$ cat config.mk
export PLATFORM = sky130hd
export DESIGN_NAME = pcie_lane_monitor
export DESIGN_NICKNAME = d
export VERILOG_FILES = /design/src/rtl/pcie_lane_monitor_pkg.sv /design/src/rtl/pcie_lane_sync_ctr.sv /design/src/rtl/pcie_lane_monitor.sv
export SDC_FILE = /design/constraint.sdc
export NUM_CORES = 1
export LEC_CHECK = 0
export ABC_AREA = 1
export CAP_MARGIN = 0
export CORE_ASPECT_RATIO = 0.5
export CORE_MARGIN = 2
export CORE_UTILIZATION = 30
export DETAILED_ROUTE_END_ITERATION = 7
export GPL_ROUTABILITY_DRIVEN = 0
export SYNTH_ARGS = -nofsm -noshare
export SYNTH_HDL_FRONTEND = slang
export SYNTH_SLANG_ARGS = --single-unit
$ cat constraint.sdc
create_clock -name CLK -period 4.05 [get_ports CLK]
set_input_delay 0.6075 -clock CLK [delete_from_list [all_inputs] [get_ports CLK]]
set_output_delay 0.6075 -clock CLK [all_outputs]
set_load 0.02 [all_outputs]
$ cat src/rtl/pcie_lane_monitor_pkg.sv
// pcie_lane_monitor_pkg
// Shared definitions for the PCIe lane monitor slice.
// - link_state_t : link-presence FSM encoding (IDLE/DETECT/UP/LOST)
// - LANES_MAX    : widest lane mask the monitor supports
// - TOGGLE_CNT_W : width of the per-lane saturating toggle counter
// - DROP_COUNT_W / UP_WINDOWS_W : statistics widths, only present when
//   PCIE_LANE_MONITOR_STATS_EN is defined
// - lane_popcount : number of set bits in a lane mask
package pcie_lane_monitor_pkg;

    localparam int LANES_MAX    = 8;
    localparam int TOGGLE_CNT_W = 8;

`ifdef PCIE_LANE_MONITOR_STATS_EN
    localparam int DROP_COUNT_W = 8;
    localparam int UP_WINDOWS_W = 16;
`endif

    typedef enum logic [1:0] {
        LINK_IDLE   = 2'd0,
        LINK_DETECT = 2'd1,
        LINK_UP     = 2'd2,
        LINK_LOST   = 2'd3
    } link_state_t;

    // Popcount over the full-width mask; narrower lane counts are zero-extended
    // by the caller so the result is always correct.
    function automatic logic [3:0] lane_popcount(input logic [LANES_MAX-1:0] mask);
        logic [3:0] total;
        total = '0;
        for (int i = 0; i < LANES_MAX; i++) begin
            total = total + {3'b000, mask[i]};
        end
        return total;
    endfunction

endpackage

$ cat src/rtl/pcie_lane_sync_ctr.sv
// pcie_lane_sync_ctr
// Per-lane front end of the lane monitor: synchronizes one differential
// lane, detects valid data transitions and counts them per sampling window.
// Ports:
//   CLK, RST_N    : clock and asynchronous active-low reset
//   rxp, rxn      : raw serial legs, asynchronous to CLK
//   window_start  : first cycle of a new window; the counter restarts here
//   clear         : synchronous restart of every flop in this lane
//   saturated     : toggle count of the current window reached MIN_TOGGLES
module pcie_lane_sync_ctr
    import pcie_lane_monitor_pkg::*;
#(
    parameter int MIN_TOGGLES = 4
) (
    input  logic CLK,
    input  logic RST_N,
    input  logic rxp,
    input  logic rxn,
    input  logic window_start,
    input  logic clear,
    output logic saturated
);

    localparam logic [TOGGLE_CNT_W-1:0] SAT_VALUE = TOGGLE_CNT_W'(MIN_TOGGLES);
    localparam logic [TOGGLE_CNT_W-1:0] CNT_ONE   = TOGGLE_CNT_W'(1);

    logic                    rxp_meta;
    logic                    rxp_sync;
    logic                    rxp_prev;
    logic                    rxn_meta;
    logic                    rxn_sync;
    logic                    toggle;
    logic [TOGGLE_CNT_W-1:0] toggle_cnt;

    // A transition only counts while the legs are differential; both legs at
    // the same level is electrical idle, and edges seen there are noise.
    assign toggle = (rxp_sync != rxp_prev) && (rxp_sync != rxn_sync);

    assign saturated = (toggle_cnt == SAT_VALUE);

    // Two-flop synchronizers on both legs, a third flop holding the previous
    // synchronized rxp sample, and the saturating toggle counter. On the
    // window_start cycle the closing count is still visible on 'saturated'
    // (the top samples it on this edge) while the counter restarts, already
    // crediting a toggle seen in this first cycle to the new window.
    always_ff @(posedge CLK or negedge RST_N) begin
        if (!RST_N) begin
            rxp_meta   <= 1'b0;
            rxp_sync   <= 1'b0;
            rxp_prev   <= 1'b0;
            rxn_meta   <= 1'b0;
            rxn_sync   <= 1'b0;
            toggle_cnt <= '0;
        end else if (clear) begin
            rxp_meta   <= 1'b0;
            rxp_sync   <= 1'b0;
            rxp_prev   <= 1'b0;
            rxn_meta   <= 1'b0;
            rxn_sync   <= 1'b0;
            toggle_cnt <= '0;
        end else begin
            rxp_meta <= rxp;
            rxp_sync <= rxp_meta;
            rxp_prev <= rxp_sync;
            rxn_meta <= rxn;
            rxn_sync <= rxn_meta;
            if (window_start) begin
                toggle_cnt <= toggle ? CNT_ONE : '0;
            end else if (toggle && (toggle_cnt != SAT_VALUE)) begin
                toggle_cnt <= toggle_cnt + CNT_ONE;
            end
        end
    end

endmodule

$ cat src/rtl/pcie_lane_monitor.sv
// pcie_lane_monitor
// Passive observer of the PCIe serial pins. Each lane is synchronized and
// its transitions counted over a 2^WINDOW_W cycle window; lanes reaching
// MIN_TOGGLES are marked active. A link-presence FSM watches the per-window
// mask and reports link_up once the same nonzero mask has been seen for
// STABLE_WINDOWS consecutive windows. The pins are never driven.
// Ports:
//   CLK, RST_N   : clock and asynchronous active-low reset
//   rxp_in/rxn_in: serial legs per lane, asynchronous to CLK
//   clear        : synchronous restart of counters, mask and FSM
//   lane_active  : per-lane active mask, updated once per window
//   lanes_up     : popcount of lane_active
//   link_state   : 0 IDLE, 1 DETECT, 2 UP, 3 LOST
//   link_up      : high only while link_state is UP
//   state_chg    : one-cycle pulse in the cycle link_state changes
// Optional (macro PCIE_LANE_MONITOR_STATS_EN):
//   drop_count   : saturating count of UP->LOST transitions
//   up_windows   : saturating count of windows evaluated while in UP
module pcie_lane_monitor
    import pcie_lane_monitor_pkg::*;
#(
    parameter int LANES          = 8,
    parameter int WINDOW_W       = 16,
    parameter int MIN_TOGGLES    = 4,
    parameter int STABLE_WINDOWS = 4
) (
    input  logic             CLK,
    input  logic             RST_N,
    input  logic [LANES-1:0] rxp_in,
    input  logic [LANES-1:0] rxn_in,
    input  logic             clear,
    output logic [LANES-1:0] lane_active,
    output logic [3:0]       lanes_up,
    output logic [1:0]       link_state,
    output logic             link_up,
`ifdef PCIE_LANE_MONITOR_STATS_EN
    output logic             state_chg,
    output logic [DROP_COUNT_W-1:0] drop_count,
    output logic [UP_WINDOWS_W-1:0] up_windows
`else
    output logic             state_chg
`endif
);

    localparam logic [WINDOW_W-1:0] WIN_ONE   = WINDOW_W'(1);
    localparam logic [7:0]          STAB_MAX  = 8'(STABLE_WINDOWS);
    localparam logic [8:0]          STAB_GOAL = 9'(STABLE_WINDOWS);

    logic [WINDOW_W-1:0]  win_cnt;
    logic                 window_end;
    logic                 window_start;
    logic [LANES-1:0]     lane_sat;
    logic [LANES-1:0]     up_mask;
    logic [LANES_MAX-1:0] mask_ext;
    logic [7:0]           stab_cnt;
    logic [8:0]           stab_next;
    logic                 stab_reached;
    link_state_t          state;

    assign window_end   = &win_cnt;
    assign stab_next    = {1'b0, stab_cnt} + 9'd1;
    assign stab_reached = (stab_next >= STAB_GOAL);
    assign mask_ext     = LANES_MAX'(lane_active);
    assign lanes_up     = lane_popcount(mask_ext);
    assign link_state   = state;

    // Free-running window counter. window_start is window_end delayed by one
    // cycle, so the mask load sees counts that include the window_end cycle.
    // Clearing window_start on clear is what stops a clear on window_end
    // from producing a mask update for the aborted window.
    always_ff @(posedge CLK or negedge RST_N) begin
        if (!RST_N) begin
            win_cnt      <= '0;
            window_start <= 1'b0;
        end else if (clear) begin
            win_cnt      <= '0;
            window_start <= 1'b0;
        end else begin
            win_cnt      <= win_cnt + WIN_ONE;
            window_start <= window_end;
        end
    end

    genvar g;
    generate
        for (g = 0; g < LANES; g++) begin : g_lane
            pcie_lane_sync_ctr #(
                .MIN_TOGGLES (MIN_TOGGLES)
            ) u_lane (
                .CLK          (CLK),
                .RST_N        (RST_N),
                .rxp          (rxp_in[g]),
                .rxn          (rxn_in[g]),
                .window_start (window_start),
                .clear        (clear),
                .saturated    (lane_sat[g])
            );
        end
    endgenerate

    // Mask register and link-presence FSM. Both advance only on window_start:
    // lane_sat is the freshly closed window's mask, lane_active still holds
    // the previous one, which is what DETECT compares against. link_up and
    // state_chg are registered alongside the state so they move in the same
    // cycle as link_state.
    always_ff @(posedge CLK or negedge RST_N) begin
        if (!RST_N) begin
            lane_active <= '0;
            up_mask     <= '0;
            stab_cnt    <= '0;
            state       <= LINK_IDLE;
            link_up     <= 1'b0;
            state_chg   <= 1'b0;
        end else if (clear) begin
            lane_active <= '0;
            up_mask     <= '0;
            stab_cnt    <= '0;
            state       <= LINK_IDLE;
            link_up     <= 1'b0;
            state_chg   <= 1'b0;
        end else begin
            state_chg <= 1'b0;
            if (window_start) begin
                lane_active <= lane_sat;
                case (state)
                    LINK_IDLE: begin
                        if (|lane_sat) begin
                            state     <= LINK_DETECT;
                            state_chg <= 1'b1;
                            stab_cnt  <= 8'd1;
                        end
                    end
                    LINK_DETECT: begin
                        if (lane_sat == '0) begin
                            state     <= LINK_IDLE;
                            state_chg <= 1'b1;
                            stab_cnt  <= '0;
                        end else if (lane_sat == lane_active) begin
                            if (stab_reached) begin
                                state     <= LINK_UP;
                                state_chg <= 1'b1;
                                link_up   <= 1'b1;
                                up_mask   <= lane_sat;
                                stab_cnt  <= STAB_MAX;
                            end else begin
                                stab_cnt <= stab_next[7:0];
                            end
                        end else begin
                            stab_cnt <= 8'd1;
                        end
                    end
                    LINK_UP: begin
                        if (lane_sat != up_mask) begin
                            state     <= LINK_LOST;
                            state_chg <= 1'b1;
                            link_up   <= 1'b0;
                        end
                    end
                    LINK_LOST: begin
                        state_chg <= 1'b1;
                        if (lane_sat == '0) begin
                            state    <= LINK_IDLE;
                            stab_cnt <= '0;
                        end else begin
                            state    <= LINK_DETECT;
                            stab_cnt <= 8'd1;
                        end
                    end
                    default: begin
                        state     <= LINK_IDLE;
                        state_chg <= 1'b1;
                        link_up   <= 1'b0;
                        stab_cnt  <= '0;
                    end
                endcase
            end
        end
    end

`ifdef PCIE_LANE_MONITOR_STATS_EN
    // Link statistics. Every window evaluated in UP counts as a window spent
    // in UP, including the one whose mask change drops the link to LOST.
    always_ff @(posedge CLK or negedge RST_N) begin
        if (!RST_N) begin
            drop_count <= '0;
            up_windows <= '0;
        end else if (clear) begin
            drop_count <= '0;
            up_windows <= '0;
        end else if (window_start && (state == LINK_UP)) begin
            if (up_windows != '1) begin
                up_windows <= up_windows + UP_WINDOWS_W'(1);
            end
            if ((lane_sat != up_mask) && (drop_count != '1)) begin
                drop_count <= drop_count + DROP_COUNT_W'(1);
            end
        end
    end
`endif

endmodule

==> results.yml, run 1 <==
global_route:
  grt_pass1_wl_um: 27500
  gr-total-overflow: 0
  antenna_found_initial: 0
  grtUsageTotal: 0.128
  grt_max_degree: 74
  grt_pass1_vias: 5881
layout:
  layout.nets: 1043
  antenna_cells: 0
  final_cell_mix: "nand2_1, nor2_1, dfrtp_1"
  synthToLayoutAreaGrowth_pct: 17.7
  final_common_cell: "nand2_1"
  instances_no_fill: 1356
  fillCellCount: 2602
  fin_area_um2: 8940
  drive_above_1_share: 0.0949
worst_setup_path:
  cpPeakStageDelay_ns: 0.60
  r2r_slack_ns: 1.90
  crit_top_cell: "fa_1"
  cp-start-kind: "register"
  crit_chain: "fa_1 -> inv_1 -> fa_1 -> fa_1 -> inv_1 -> ha_1 -> nand3_1 -> nand2_1 -> clkdlybuf4s50_1"
  cp.arrival_ns: 3.30
  crit_family: "adder cells"
  worstPathRequired_ns: 3.44
  critPathKind: "register to output port"
  cp.buffers_inverters: 3
  endpoint_kind: "output port"
  crit_fanout: 2
  cp_slowest_cell: "clkdlybuf4s50_1"
clock_tree:
  ctsHoldBuffers: 0
  cts_sinks: 149
  h-tree-depth: 4
  cts_inserted_buffers: 17
  path_clk_slew_ns: 0.07
  cts_buffer_depth: 2
  clock_latency_ns: 0.42
  root_buffer: "clkbuf_16"
  cts_tree: "yes"
floorplanning:
  die_h_um: 117
  start_util: 0.303
  die_area_um2: 26700
  fp-row-count: 41
  die_x_um: 229
  core_area_um2: 25000
  ios: 35
power:
  ir_drop_v: 0.000202
  power.density_nw_per_um2: 382
  leakage_uw: 0.00411
yosys:
  ys_seq_elements: 149
  synth_area_um2: 7600
  netlist_instances: 953
  syn_avg_cell_area_um2: 7.97
  synth_fp_nets: 997
  synth-seq-area-share: 0.491
  ys_types: 40
  yosysWarnings: 0
place:
  dp_hpwl_um: 11200
  port_buffers: 34
  dp.cells: 1324
  placed_cell_area_um2: 8360
outcome:
  status: "completed"
detailed_routing:
  dr.first_iter.drc_count: 418
  detail-route-antenna-nets: 0
  firstDrtPassIters: 5
  dr_total_vias: 6142
  drt-total-wl_um: 16100
  wire_per_inst_um: 11.9
  viasPerCell: 4.53
  drc_errors: 0
sta:
  maxSlewHeadroom: 0.519
  finalCritPeriodShare: 0.965
  worst_clock_skew_ns: 0.00793
  fmax_ghz: 0.256
  period_needed_ns: 3.91
  hold_viol: 0
  slew_violations: 0
  setup_viol: 0
  worst_pin_slew_ns: 0.722
  rsz0062_at_grt: "true"
flow_run:
  cap_violations: 0
min_path:
  hold_path.class: "primary input to asynchronous set/reset pin"
[flip-flops by register name (all words and copies together), names as in the netlist]
name / count
win_cnt: 16
g_lane.u_lane.rxp_sync: 8
link_state: 2
window_start: 1
g_lane.u_lane.rxp_prev: 8
lane_active: 8
link_up: 1
g_lane.u_lane.toggle_cnt: 64
g_lane.u_lane.rxn_sync: 8
state_chg: 1
g_lane.u_lane.rxn_meta: 8
up_mask: 8
stab_cnt: 8
g_lane.u_lane.rxp_meta: 8
[cell usage after synthesis]
cell | number | area [um2]
nor3_2 | 3 | 30.0
buf_2 | 3 | 15.0
dfrtp_1 | 149 | 3730
ha_1 | 21 | 263
nand4_4 | 1 | 21.3
buf_4 | 1 | 7.51
nand3_1 | 38 | 190
clkbuf_1 | 6 | 22.5
nand2_2 | 4 | 25.0
a211oi_1 | 3 | 22.5
nand4_1 | 12 | 75.1
nand2_1 | 184 | 691
nor2_4 | 3 | 33.8
nand2_4 | 1 | 11.3
nor4_1 | 1 | 6.26
nor3b_1 | 2 | 15.0
o21ai_1 | 8 | 40.0
fa_1 | 4 | 80.1
a31oi_1 | 1 | 6.26
nor2_1 | 154 | 578
o21ai_0 | 58 | 290
a22oi_1 | 1 | 7.51
buf_12 | 1 | 20.0
inv_1 | 143 | 537
inv_2 | 13 | 48.8
nand3_2 | 2 | 20.0
o22ai_1 | 9 | 56.3
o21ai_4 | 2 | 32.5
buf_1 | 7 | 26.3
o21bai_1 | 5 | 37.5
a221oi_1 | 1 | 8.76
xnor2_1 | 2 | 17.5
xor2_1 | 1 | 8.76
nor2_2 | 7 | 43.8
nor3_1 | 31 | 155
o21ai_2 | 13 | 114
nor2_8 | 1 | 20.0
and2_1 | 2 | 12.5
a21oi_1 | 52 | 260
and3_1 | 3 | 18.8
[power breakdown]
part | internal [uW] | total [uW] | switching [uW] | leakage, uW
clock network | 933 | 1580 | 648 | 0.000281
registers | 1530 | 1560 | 28.6 | 0.00203
logic | 91.3 | 273 | 182 | 0.00179
total | 2560 | 3420 | 858 | 0.00411
[layout make-up]
class	instances	area (um2)	share of cell area
clock inverters	13	149	0.0167
well taps	344	430	0.0481
clock buffers	19	443	0.0495
multi-input cells	630	3190	0.357
inverters	156	586	0.0655
flip-flops and latches	149	3730	0.417
repair buffers	45	412	0.0460
[logic make-up (layout without fill, tap and decap cells)]
group | after synthesis | after routing | synth area share
DFF | 149 | 149 | 0.491
and+or+nand+nor | 449 | 449 | 0.256
buffers and inverters | 174 | 233 | 0.0891
adders and majority gates | 25 | 25 | 0.0451
xor gates and xnor gates | 3 | 3 | 0.00346
AOI/OAI and AO/OA | 153 | 153 | 0.115
[through the flow]
step                      hold slack (ns)  utilization  total power, uW  TNS, ns  worst slack [ns]
after floorplan                     0.312            -             1760        0             0.487
after global placement              0.438        0.334             1860        0             0.168
after detailed placement            0.449        0.334             1870        0             0.140
after CTS                           0.238        0.357             3470        0           0.00501
after global routing                0.262        0.357             3580  -0.0261           -0.0261
final                               0.202        0.357             3420        0             0.140
[layer usage]
layer | vias up | routed length, um | GRT usage
met5 | - | 0 | 0
met4 | 0 | 389 | 0.0554
met3 | 24 | 423 | 0.0264
met2 | 77 | 7630 | 0.225
met1 | 2918 | 7630 | 0.156
li1 | 3123 | - | -
[what timing repair did]
item | in CTS | in global routing
setup endpoints to repair | 2 | 2
buffers inserted | 0 | 0
endpoints found under the hold margin | 0 | 0
gates resized for setup | 6 | 3
[path summary, 6_finish.rpt]
| check | cells after the start | from | endpoint |
|---|---|---|---|
| max | 9 | lane_active[0]$_DFFE_PN0N_ | lanes_up[3] |
| min | 1 | RST_N | g_lane[3].u_lane.rxn_meta$_DFF_PN0_ |
| max reg2reg | 13 | g_lane[6].u_lane.toggle_cnt[0]$_DFFE_PN0P_ | stab_cnt[0]$_DFFE_PN0P_ |
| min reg2reg | 1 | win_cnt[0]$_DFF_PN0_ | win_cnt[0]$_DFF_PN0_ |
| max in group asynchronous | 2 | RST_N | g_lane[3].u_lane.toggle_cnt[2]$_DFFE_PN0P_ |
| min in group CLK | 2 | clear | g_lane[7].u_lane.rxp_meta$_DFF_PN0_ |
No activity file was read; power rests on OpenSTA's default activity.
==> inputs of run 2 (changes only) <==
--- a/config.mk
+++ b/config.mk
@@ -14,2 +14,3 @@
 export GPL_ROUTABILITY_DRIVEN = 0
+export PLACE_DENSITY = 0.56
 export SYNTH_ARGS = -nofsm -noshare
--- a/constraint.sdc
+++ b/constraint.sdc
@@ -3,2 +3,2 @@
 set_output_delay 0.6075 -clock CLK [all_outputs]
-set_load 0.02 [all_outputs]
+set_load 0.05 [all_outputs]
==> run 2 against run 1 <==
Compared with the run above: final area grew 0.41%; fmax shrank 0.78%; sequential share of layout area shrank 0.17 points; largest cell class unchanged; highest routed layer unchanged.
==> results.yml, run 2 (synthesis results as in run 1) <==
worst_setup_path:
  worstPathRequired_ns: 3.44
  crit_fanout: 2
  endpoint_kind: "output port"
  cp-start-kind: "register"
  critPathKind: "register to output port"
  cp.arrival_ns: 3.33
sta:
  rsz0062_at_grt: "true"
  finalCritPeriodShare: 0.973
  setup_tns_ns: 0
  fin_ws_ns: 0.110
  hold_viol: 0
  period_needed_ns: 3.94
  holdWs_ns: 0.222
  worst_pin_slew_ns: 0.775
  worst_clock_skew_ns: 0.0151
  maxSlewHeadroom: 0.483
  slew_violations: 0
  fmax_ghz: 0.254
  setup_viol: 0
place:
  placed_cell_area_um2: 8350
  port_buffers: 34
  pre_cts_ws_ns: 0.496
  dp_hpwl_um: 11200
global_route:
  grt_pass1_vias: 5650
  grtUsageTotal: 0.129
  grt.busiest_layer: "met2"
  grt_max_degree: 81
  gr-total-overflow: 0
  grtUsageMet2: 0.221
  grt_pass1_wl_um: 27400
  met3_usage: 0.0278
  met1_usage: 0.161
  antenna_found_initial: 0
power:
  swShare: 0.282
  clkPwrFrac: 0.464
  leakage_uw: 0.00413
  power.density_nw_per_um2: 381
  internal-power_uw: 2460
  ir_drop_v: 0.000242
  seqPwrFrac: 0.456
  combPwrFrac: 0.080
  switchingPower_uw: 965
clock_tree:
  ctsHoldBuffers: 0
  cts_buffer_depth: 2
  cts_sinks: 149
  clock_latency_ns: 0.44
  h-tree-depth: 4
  root_buffer: "clkbuf_16"
  cts_inserted_buffers: 17
  path_clk_slew_ns: 0.08
  cts_tree: "yes"
detailed_routing:
  drc_errors: 0
  drt-total-wl_um: 16100
  firstDrtPassIters: 4
  viasPerCell: 4.44
  wire_per_inst_um: 11.9
  dr_total_vias: 6006
  dr.first_iter.drc_count: 380
  detail-route-antenna-nets: 0
floorplanning:
  start_util: 0.303
  die_area_um2: 26700
  die_h_um: 117
  die_x_um: 229
  ios: 35
  fp-row-count: 41
  core_area_um2: 25000
layout:
  antenna_cells: 0
  largest_register_ff_count: 64
  layout.nets: 1041
  final_common_cell: "nand2_1"
  reg.largest.list: "g_lane.u_lane.toggle_cnt (64), win_cnt (16)"
  final_util: 0.359
  fillCellCount: 2625
  fin_area_um2: 8980
  final_cell_mix: "nand2_1, nor2_1, dfrtp_1"
  synthToLayoutAreaGrowth_pct: 18.1
  regMostFlops: "g_lane.u_lane.toggle_cnt"
  multi_input_area_um2: 3200
  regArea_um2: 3730
  drive_above_1_share: 0.101
min_path:
  hold_path.class: "primary input to asynchronous set/reset pin"
outcome:
  status: "completed"
flow_run:
  cap_violations: 0
[run 2: repair_timing]
action	4_1_cts	5_1_grt
resized for setup	0	4
setup buffers	0	3
endpoints found under the setup margin	0	2
[run 2: path summary, 6_finish.rpt]
| check | from | endpoint | slack, ns | cells after the start |
|---|---|---|---|---|
| max | lane_active[0]$_DFFE_PN0N_ | lanes_up[2] | 0.11 | 10 |
| min | RST_N | g_lane[6].u_lane.rxp_meta$_DFF_PN0_ | 0.22 | 1 |
| max reg2reg | g_lane[1].u_lane.toggle_cnt[0]$_DFFE_PN0P_ | link_state[0]$_DFFE_PN0P_ | 1.96 | 16 |
| min reg2reg | g_lane[2].u_lane.rxp_meta$_DFF_PN0_ | g_lane[2].u_lane.rxp_sync$_DFF_PN0_ | 0.46 | 2 |
| max in group asynchronous | RST_N | win_cnt[9]$_DFF_PN0_ | 3.00 | 2 |
| min in group CLK | g_lane[2].u_lane.rxp_meta$_DFF_PN0_ | g_lane[2].u_lane.rxp_sync$_DFF_PN0_ | 0.46 | 2 |
[run 2: metal layers]
layer | wire length [um] | part of all wire
met1 | 7860 | 0.49
met5 | 0 | 0
met4 | 326 | 0.020
met3 | 424 | 0.026
met2 | 7500 | 0.47
[run 2: critical path, stage by stage, from the launching register on]
cell     delay (ns)
dfrtp_1        0.40
fa_1           0.53
inv_1          0.05
fa_1           0.49
fa_1           0.42
inv_1          0.07
ha_2           0.18
inv_2          0.04
fa_2           0.34
xnor2_2        0.21
buf_12         0.16
[run 2: final cells by class]
class                   instances  share of cell area
clock buffers                  17              0.0474
multi-input cells             630               0.357
well taps                     344              0.0480
clock inverters                15              0.0190
repair buffers                 43              0.0481
inverters                     156              0.0652
flip-flops and latches        149               0.415
[run 2: power by group through the flow]
stage	Combinational, uW	Sequential [uW]	Clock [uW]
2_1_floorplan	181	1580	0
3_5_place_dp	279	1590	0
6_report	274	1560	1590
5_1_grt	319	1570	1700
3_3_place_gp	273	1590	0
4_1_cts	280	1560	1630
[run 2: through the flow]
stage,total power (uW),std cells
after floorplan,1760,953
after global placement,1860,1319
after detailed placement,1870,1319
after CTS,3470,1351
after global routing,3590,1354
final,3420,1354
